File: config.mk
export PLATFORM = sky130hd
export DESIGN_NAME = dsp_valid_tracker
export DESIGN_NICKNAME = d
export VERILOG_FILES = /design/src/rtl/dsp_valid_tracker.sv
export SDC_FILE = /design/constraint.sdc
export NUM_CORES = 1
export LEC_CHECK = 0
export BUFFER_PORTS_ARGS = -buffer_cell sky130_fd_sc_hd__buf_2
export CAP_MARGIN = 20
export CORE_AREA = 2 2 39 41
export DETAILED_ROUTE_END_ITERATION = 7
export DIE_AREA = 0 0 41 43
export RECOVER_POWER = 100
export SETUP_SLACK_MARGIN = 0.3
export SYNTH_ARGS = -nofsm -noshare
export SYNTH_HDL_FRONTEND = slang
export SYNTH_SLANG_ARGS = --single-unit
File: constraint.sdc
create_clock -name CLK -period 4.1 [get_ports CLK]
set_clock_uncertainty 0.05 [all_clocks]
set_input_delay 0.41 -clock CLK [delete_from_list [all_inputs] [get_ports CLK]]
set_output_delay 0.41 -clock CLK [all_outputs]
set_load 0.02 [all_outputs]
File: src/rtl/dsp_valid_tracker.sv
// Valid-token pipe that mirrors the DSP48A1 register stages (D/B0, A1/B1, M, P)
// so OUT_VALID lines up with P, plus in-flight accounting and a flush/drain handshake.
module dsp_valid_tracker #(
    parameter bit STAGE0REG = 1'b1,
    parameter bit STAGE1REG = 1'b1,
    parameter bit MREG      = 1'b1,
    parameter bit PREG      = 1'b1,
    parameter     RSTTYPE   = "SYNC"
) (
    input  logic       CLK,
    input  logic       RST,
    input  logic       CEN,
    input  logic       IN_VALID,
    input  logic       FLUSH,
    output logic       OUT_VALID,
    output logic [2:0] INFLIGHT,
    output logic       BUSY,
    output logic       DONE,
    output logic [2:0] LATENCY
);

    localparam logic [3:0] STAGE_EN = {PREG, MREG, STAGE1REG, STAGE0REG};
    localparam logic [2:0] LAT      = 3'(STAGE0REG) + 3'(STAGE1REG) + 3'(MREG) + 3'(PREG);

    localparam logic [1:0] S_IDLE      = 2'd0;
    localparam logic [1:0] S_RUN       = 2'd1;
    localparam logic [1:0] S_DRAIN     = 2'd2;
    localparam logic [1:0] S_DONE_HOLD = 2'd3;

    if (RSTTYPE != "SYNC") begin : g_bad_rsttype
        $error("dsp_valid_tracker: RSTTYPE must be SYNC");
    end

    logic [3:0] v_q, v_d;
    logic [2:0] inflight_q, inflight_d;
    logic       busy_q, busy_d;
    logic       done_q, done_d;
    logic [1:0] state_q, state_d;
    logic       tok_in;
    logic       s0_out, s1_out, s2_out, s3_out;

    assign tok_in = IN_VALID & ~FLUSH & (state_q != S_DONE_HOLD);

    // A bypassed stage passes its input straight through; its flop is held at 0.
    assign s0_out = STAGE_EN[0] ? v_q[0] : tok_in;
    assign s1_out = STAGE_EN[1] ? v_q[1] : s0_out;
    assign s2_out = STAGE_EN[2] ? v_q[2] : s1_out;
    assign s3_out = STAGE_EN[3] ? v_q[3] : s2_out;

    always_comb begin
        v_d    = '0;
        v_d[0] = STAGE_EN[0] & (CEN ? tok_in : v_q[0]);
        v_d[1] = STAGE_EN[1] & (CEN ? s0_out : v_q[1]);
        v_d[2] = STAGE_EN[2] & (CEN ? s1_out : v_q[2]);
        v_d[3] = STAGE_EN[3] & (CEN ? s2_out : v_q[3]);
        inflight_d = {2'b00, v_d[0]} + {2'b00, v_d[1]} + {2'b00, v_d[2]} + {2'b00, v_d[3]};
        busy_d     = (inflight_d != 3'd0);
    end

    always_comb begin
        state_d = state_q;
        case (state_q)
            S_IDLE: begin
                if (FLUSH && inflight_q == 3'd0)
                    state_d = S_DONE_HOLD;
                else if (tok_in && CEN && LAT != 3'd0)
                    state_d = S_RUN;
            end
            S_RUN: begin
                if (FLUSH)
                    state_d = S_DRAIN;
                else if (inflight_d == 3'd0 && !tok_in)
                    state_d = S_IDLE;
            end
            S_DRAIN: begin
                // Abandoned flush resumes wherever the token count says; draining needs CEN.
                if (!FLUSH)
                    state_d = (inflight_d != 3'd0) ? S_RUN : S_IDLE;
                else if (CEN && inflight_d == 3'd0)
                    state_d = S_DONE_HOLD;
            end
            S_DONE_HOLD: begin
                if (!FLUSH)
                    state_d = S_IDLE;
            end
            default: state_d = S_IDLE;
        endcase
        done_d = (state_d == S_DONE_HOLD) && (state_q != S_DONE_HOLD);
    end

    always_ff @(posedge CLK) begin
        if (RST) begin
            v_q        <= '0;
            inflight_q <= '0;
            busy_q     <= 1'b0;
            done_q     <= 1'b0;
            state_q    <= S_IDLE;
        end else begin
            v_q        <= v_d;
            inflight_q <= inflight_d;
            busy_q     <= busy_d;
            done_q     <= done_d;
            state_q    <= state_d;
        end
    end

    assign OUT_VALID = s3_out;
    assign INFLIGHT  = inflight_q;
    assign BUSY      = busy_q;
    assign DONE      = done_q;
    assign LATENCY   = LAT;

endmodule

# Yosys cells after proc, flatten, opt, wreduce, memory -nomap -nowiden

Index checks and enable logic that the tools add are counted.

Eq/ne operators: 5
Multiply operators: 0
Shifts and indexed selects: 0
Magnitude comparators: 0
Bitwise operators: 3
Reduce and logical (&&, ||, !) cells: 10
Divide/modulo/power cells: 0
$add $sub $neg: 3
Muxes and demuxes: 13

Operator list:

| cell                                          | count |
|---|---|
| 2-to-1 mux 2 bit                              | 7 |
| one-hot mux 2 bit (4 select lines)            | 1 |
| == test 2 bit, second input constant          | 3 |
| zero test 3 bit                               | 2 |
| logical AND 1 bit                             | 5 |
| 2-to-1 mux 1 bit                              | 5 |
| adder 2 x 1 -> 3 bit                          | 1 |
| adder 3 x 1 -> 3 bit                          | 1 |
| nonzero test 3 bit                            | 1 |
| adder 1 x 1 -> 2 bit                          | 1 |
| AND 1 bit                                     | 2 |
| == test 2 x 1 -> 1 bit, second input constant | 1 |
| zero test 2 bit                               | 1 |
| != test 2 bit, second input constant          | 1 |
| zero test 1 bit                               | 1 |
| inverter 1 bit                                | 1 |

Bits in writable memories: 0
Input port bits: 5
Memories: 0
Output and inout port bits: 9
Latch bits: 0
Memory bits (read-only): 0
Bits in registers: 11

# Longest topological paths before layout

Depth in word-level cells: 14
Gate-level depth with buffers: 9
Mapped depth without buffers: 9

# Worst setup path after synthesis

Ideal clock, no wire load.

Path type: input to register
Start: input CEN
End: register done_q (netlist: DONE)
Library setup time: 0.125 ns
Arrival time: 2.154 ns
Buffers on the path: 0
Slack: 1.771 ns
Cell stages on the path: 7
Cells stage by stage: mux2_2 -> fa_1 -> ha_1 -> ha_1 -> nor3_2 -> a211o_1 -> a31oi_1

Word-level cells in the longest chain between the ends: 11

RTL lines:

| element                                     | line   | source |
|---|---|---|
| start, declared                             | 12     | `input logic CEN,` |
| 2-to-1 mux 1 bit, on equally long branches  | 52, 53 |  |
| adder 1 x 1 -> 2 bit                        | 56     | `inflight_d = {2'b00, v_d[0]} + {2'b00, v_d[1]} + {2'b00, v_d[2]} + {2'b00, v_d[3]};` |
| adder 2 x 1 -> 3 bit                        | 56     |  |
| adder 3 x 1 -> 3 bit *                      | 56     |  |
| named net inflight_d[1]                     | 35     | `logic [2:0] inflight_q, inflight_d;` |
| zero test 3 bit                             | 72, 79 |  |
| logical AND 1 bit, on equally long branches | 79, 72 |  |
| 2-to-1 mux 2 bit, on equally long branches  | 79, 72 |  |
| 2-to-1 mux 2 bit, on equally long branches  | 77, 70 |  |
| one-hot mux 2 bit (4 select lines) *        | 62     | `case (state_q)` |
| == test 2 bit *                             | 88     | `done_d = (state_d == S_DONE_HOLD) && (state_q != S_DONE_HOLD);` |
| logical AND 1 bit *                         | 88     |  |
| end signal, assigned                        | 102    | `done_q <= done_d;` |
| end, declared                               | 37     | `logic done_q, done_d;` |

The timed path passes the listed nets; every way through them passes the cells marked *.
A chain may end at the register's enable or synchronous reset.

# Final worst setup path

Start: input CEN
End: register state_q[0]

RTL lines:

| element                                     | line   | source |
|---|---|---|
| 2-to-1 mux 1 bit *                          | 55     | `v_d[3] = STAGE_EN[3] & (CEN ? s2_out : v_q[3]);` |
| named net v_d[3]                            | 34     | `logic [3:0] v_q, v_d;` |
| adder 3 x 1 -> 3 bit *                      | 56     |  |
| named net inflight_d[1]                     | 35     |  |
| zero test 3 bit                             | 72, 79 |  |
| logical AND 1 bit, on equally long branches | 79, 72 |  |
| 2-to-1 mux 2 bit, on equally long branches  | 79, 72 |  |
| 2-to-1 mux 2 bit, on equally long branches  | 77, 70 |  |
| one-hot mux 2 bit (4 select lines) *        | 62     |  |
| end signal, assigned                        | 103    | `state_q <= state_d;` |
| end, declared                               | 38     | `logic [1:0] state_q, state_d;` |

Marked as above.

==> run summary <==
Least-Margin Pin Slew - 531 ps
Worst hold path startpoint - RST
Max Slew Vio Count - 0
Worst hold stages - 2
Clock Latency Late Sink - 260 ps
Register bit total from synthesis - 11
Drt initial violations - 11
# nets final - 73
Static leakage power - 0.278 nW
Crit path to - state_q[0]
First-pass GRT wire length - 1.53 mm
Critical path type - in2reg
Layout cells sized above 1 - 15.6%
Clk root buf - clkbuf_4
Inst Count DP - 76
Async set-or-reset flop fraction in the synthesized netlist - 0%
CTS H-Tree Depth - 1
Chip height - 43 µm
RD Place Congestion - 0.647
Capturing point of the worst reg2reg path - state_q[0]
DRT Pass-1 Iters - 4
Fin crit share - 65.7%
Netlist cell types - 27
Setup Buffers After CTS - 0
Final WL - 880 µm
Pin count of the biggest net entering global routing - 10
Worst EP arrival - 2790 ps
Max cap viols - 0
Avg WL per Cell - 11.0 µm
Max transition margin - 64.3%
DRC - 0
Post-synthesis sequential area ratio - 41.2%
Post-Syn Area per Cell - 10.3 µm²
Setup Slack @ Placement - 1420 ps
Layout area overhead - 11.9%
Clock Pin Slew Worst Setup and Hold Paths - 70 ps
Cell Area, Synth - 534 µm²
TritonCTS clock tree - done
Crit path required time - 4190 ps
Initial core utilization - 38.6%
Tot Pwr - 0.220 mW
Cell Count, Final, Fillers Out - 80
Number of port buffers - 10
Mapped Cells - 52
DP Area - 586 µm²
Die Wd - 41 µm
# fillers - 147
Critical Path Source - CEN
YS warnings - 0
Max Freq - 371 MHz
Final hold violations - 0
Worst Path Max Fanout - 7
ANT nets after route - 0
Setup TNS - 0 ps
I/O pin total - 14
Area of the multi-input gates - 283 µm²
Start of the worst register-to-register path - state_q[1]
Status - completed
Setup violators final - 0
Clock Tree Buf Depth - 2
Number of synthesized flops with an enable pin - 0
DP HPWL - 704 µm
Initial antenna violation count - 0
Worst r2r path cells - 9
CTS resizes - 0
CP Launch Type - input pin
Worst hold path class - in2reg
# rows - 14
CORE AREA - 0.00138 mm²
RSZ-0062 raised after global routing - false
Min Tclk post-route - 2690 ps
Die Area - 0.00176 mm²
Routed vias/inst - 4.91
FF-to-FF setup slack - 1480 ps
Pwr/cell area - 367 mW/mm²
Final worst-path setup slack - 1410 ps
CTS Hold Bufs - 0
Vias - 393
GRT Resource Usage Total - 13.3%
Antenna Cells - 0
Most used DFF post-synth - dfxtp_1
Cts bufs inserted - 3
Vias in the first global route - 377
CTS sink cnt - 11
Worst VDD drop - 0.146 mV
CP endpoint kind - register
Design area - 598 µm²
Register Area - 220 µm²
Grt ovf - 0
-- placed cells by master (no fill, tap or decap), types with 2 or more instances in the layout --
| cell type | instances |
|---|---|
| a31oi_1 | 2 |
| and2_1 | 3 |
| and3_1 | 2 |
| buf_2 | 3 |
| clkbuf_1 | 8 |
| clkbuf_4 | 3 |
| conb_1 | 3 |
| dfxtp_1 | 11 |
| ha_1 | 2 |
| inv_1 | 2 |
| mux2_1 | 2 |
| nand2_1 | 2 |
| nor2_1 | 2 |
| nor2b_1 | 3 |
| nor3_1 | 2 |
-- logic make-up after synthesis --
kind of cell             count (synthesis)  share of synthesized area [%]
buffers and inverters                    5                           5.62
multiplexers                             3                           6.32
AND/OR/NAND/NOR                         20                           24.8
other                                    2                           1.41
flip-flops                              11                           41.2
adder cells (fa/ha/maj)                  3                           8.43
AO/OA/AOI/OAI                            8                           12.2
-- report_power, final --
| part | leakage [nW] | switching (mW) | internal (mW) | total, mW |
|---|---|---|---|---|
| combinational | 0.174 | 0.0195 | 0.0120 | 0.0315 |
| sequential | 0.0898 | 0.00345 | 0.112 | 0.115 |
| clock | 0.0150 | 0.0352 | 0.0376 | 0.0727 |
| total | 0.278 | 0.0581 | 0.161 | 0.220 |
-- state kept, by name, summed over array words and instances, names as in the netlist --
signal and count:
DONE 1, state_q 2, BUSY 1, v_q 4
INFLIGHT 3
-- final cells by class --
class / count / share of cell area (%)
multi-input combinational: 37 / 47.3
inverter: 2 / 1.26
tap: 16 / 3.35
timing repair buffer: 10 / 6.90
clock buffer: 4 / 4.39
sequential: 11 / 36.8
-- through the flow --
step,hold slack (ps),utilization [%]
finish,327,43.2
global route,335,43.2
CTS,322,44.2
detailed placement,451,42.3
global placement,445,42.3
floorplan,409,-
-- worst max-delay path, stage by stage --
cell and delay (ps):
clkbuf_1 240, mux2_1 390, fa_1 470, ha_1 210, ha_1 280, nor3_1 460, a211o_1 230, a31oi_1 90
-- cells in the mapped netlist (2+ instances only) --
cell | number | share of area (%)
buf_4 | 3 | 4.2
nand2_1 | 2 | 1.4
inv_1 | 2 | 1.4
a31oi_1 | 2 | 2.3
conb_1 | 2 | 1.4
dfxtp_1 | 11 | 41
nor2_1 | 2 | 1.4
ha_1 | 2 | 4.7
and2_1 | 3 | 3.5
mux2_2 | 3 | 6.3
and3_1 | 2 | 2.3
nor2b_1 | 3 | 3.5
-- worst min path at each step --
stage | slack [ps] | to
after floorplan | 410 | v_q[0]
after global placement | 440 | v_q[0]
after detailed placement | 450 | v_q[0]
after CTS | 320 | INFLIGHT[1]
after global routing | 340 | v_q[0]
final | 330 | INFLIGHT[1]
-- layer usage --
layer	GRT usage, %	share of wire, %	vias to the layer above
met5	0	0	-
met4	10.0	0	0
met3	4.71	3.5	0
met2	18.4	50	7
met1	16.1	47	184
li1	-	-	202
Power figures use the tool's default switching activity.
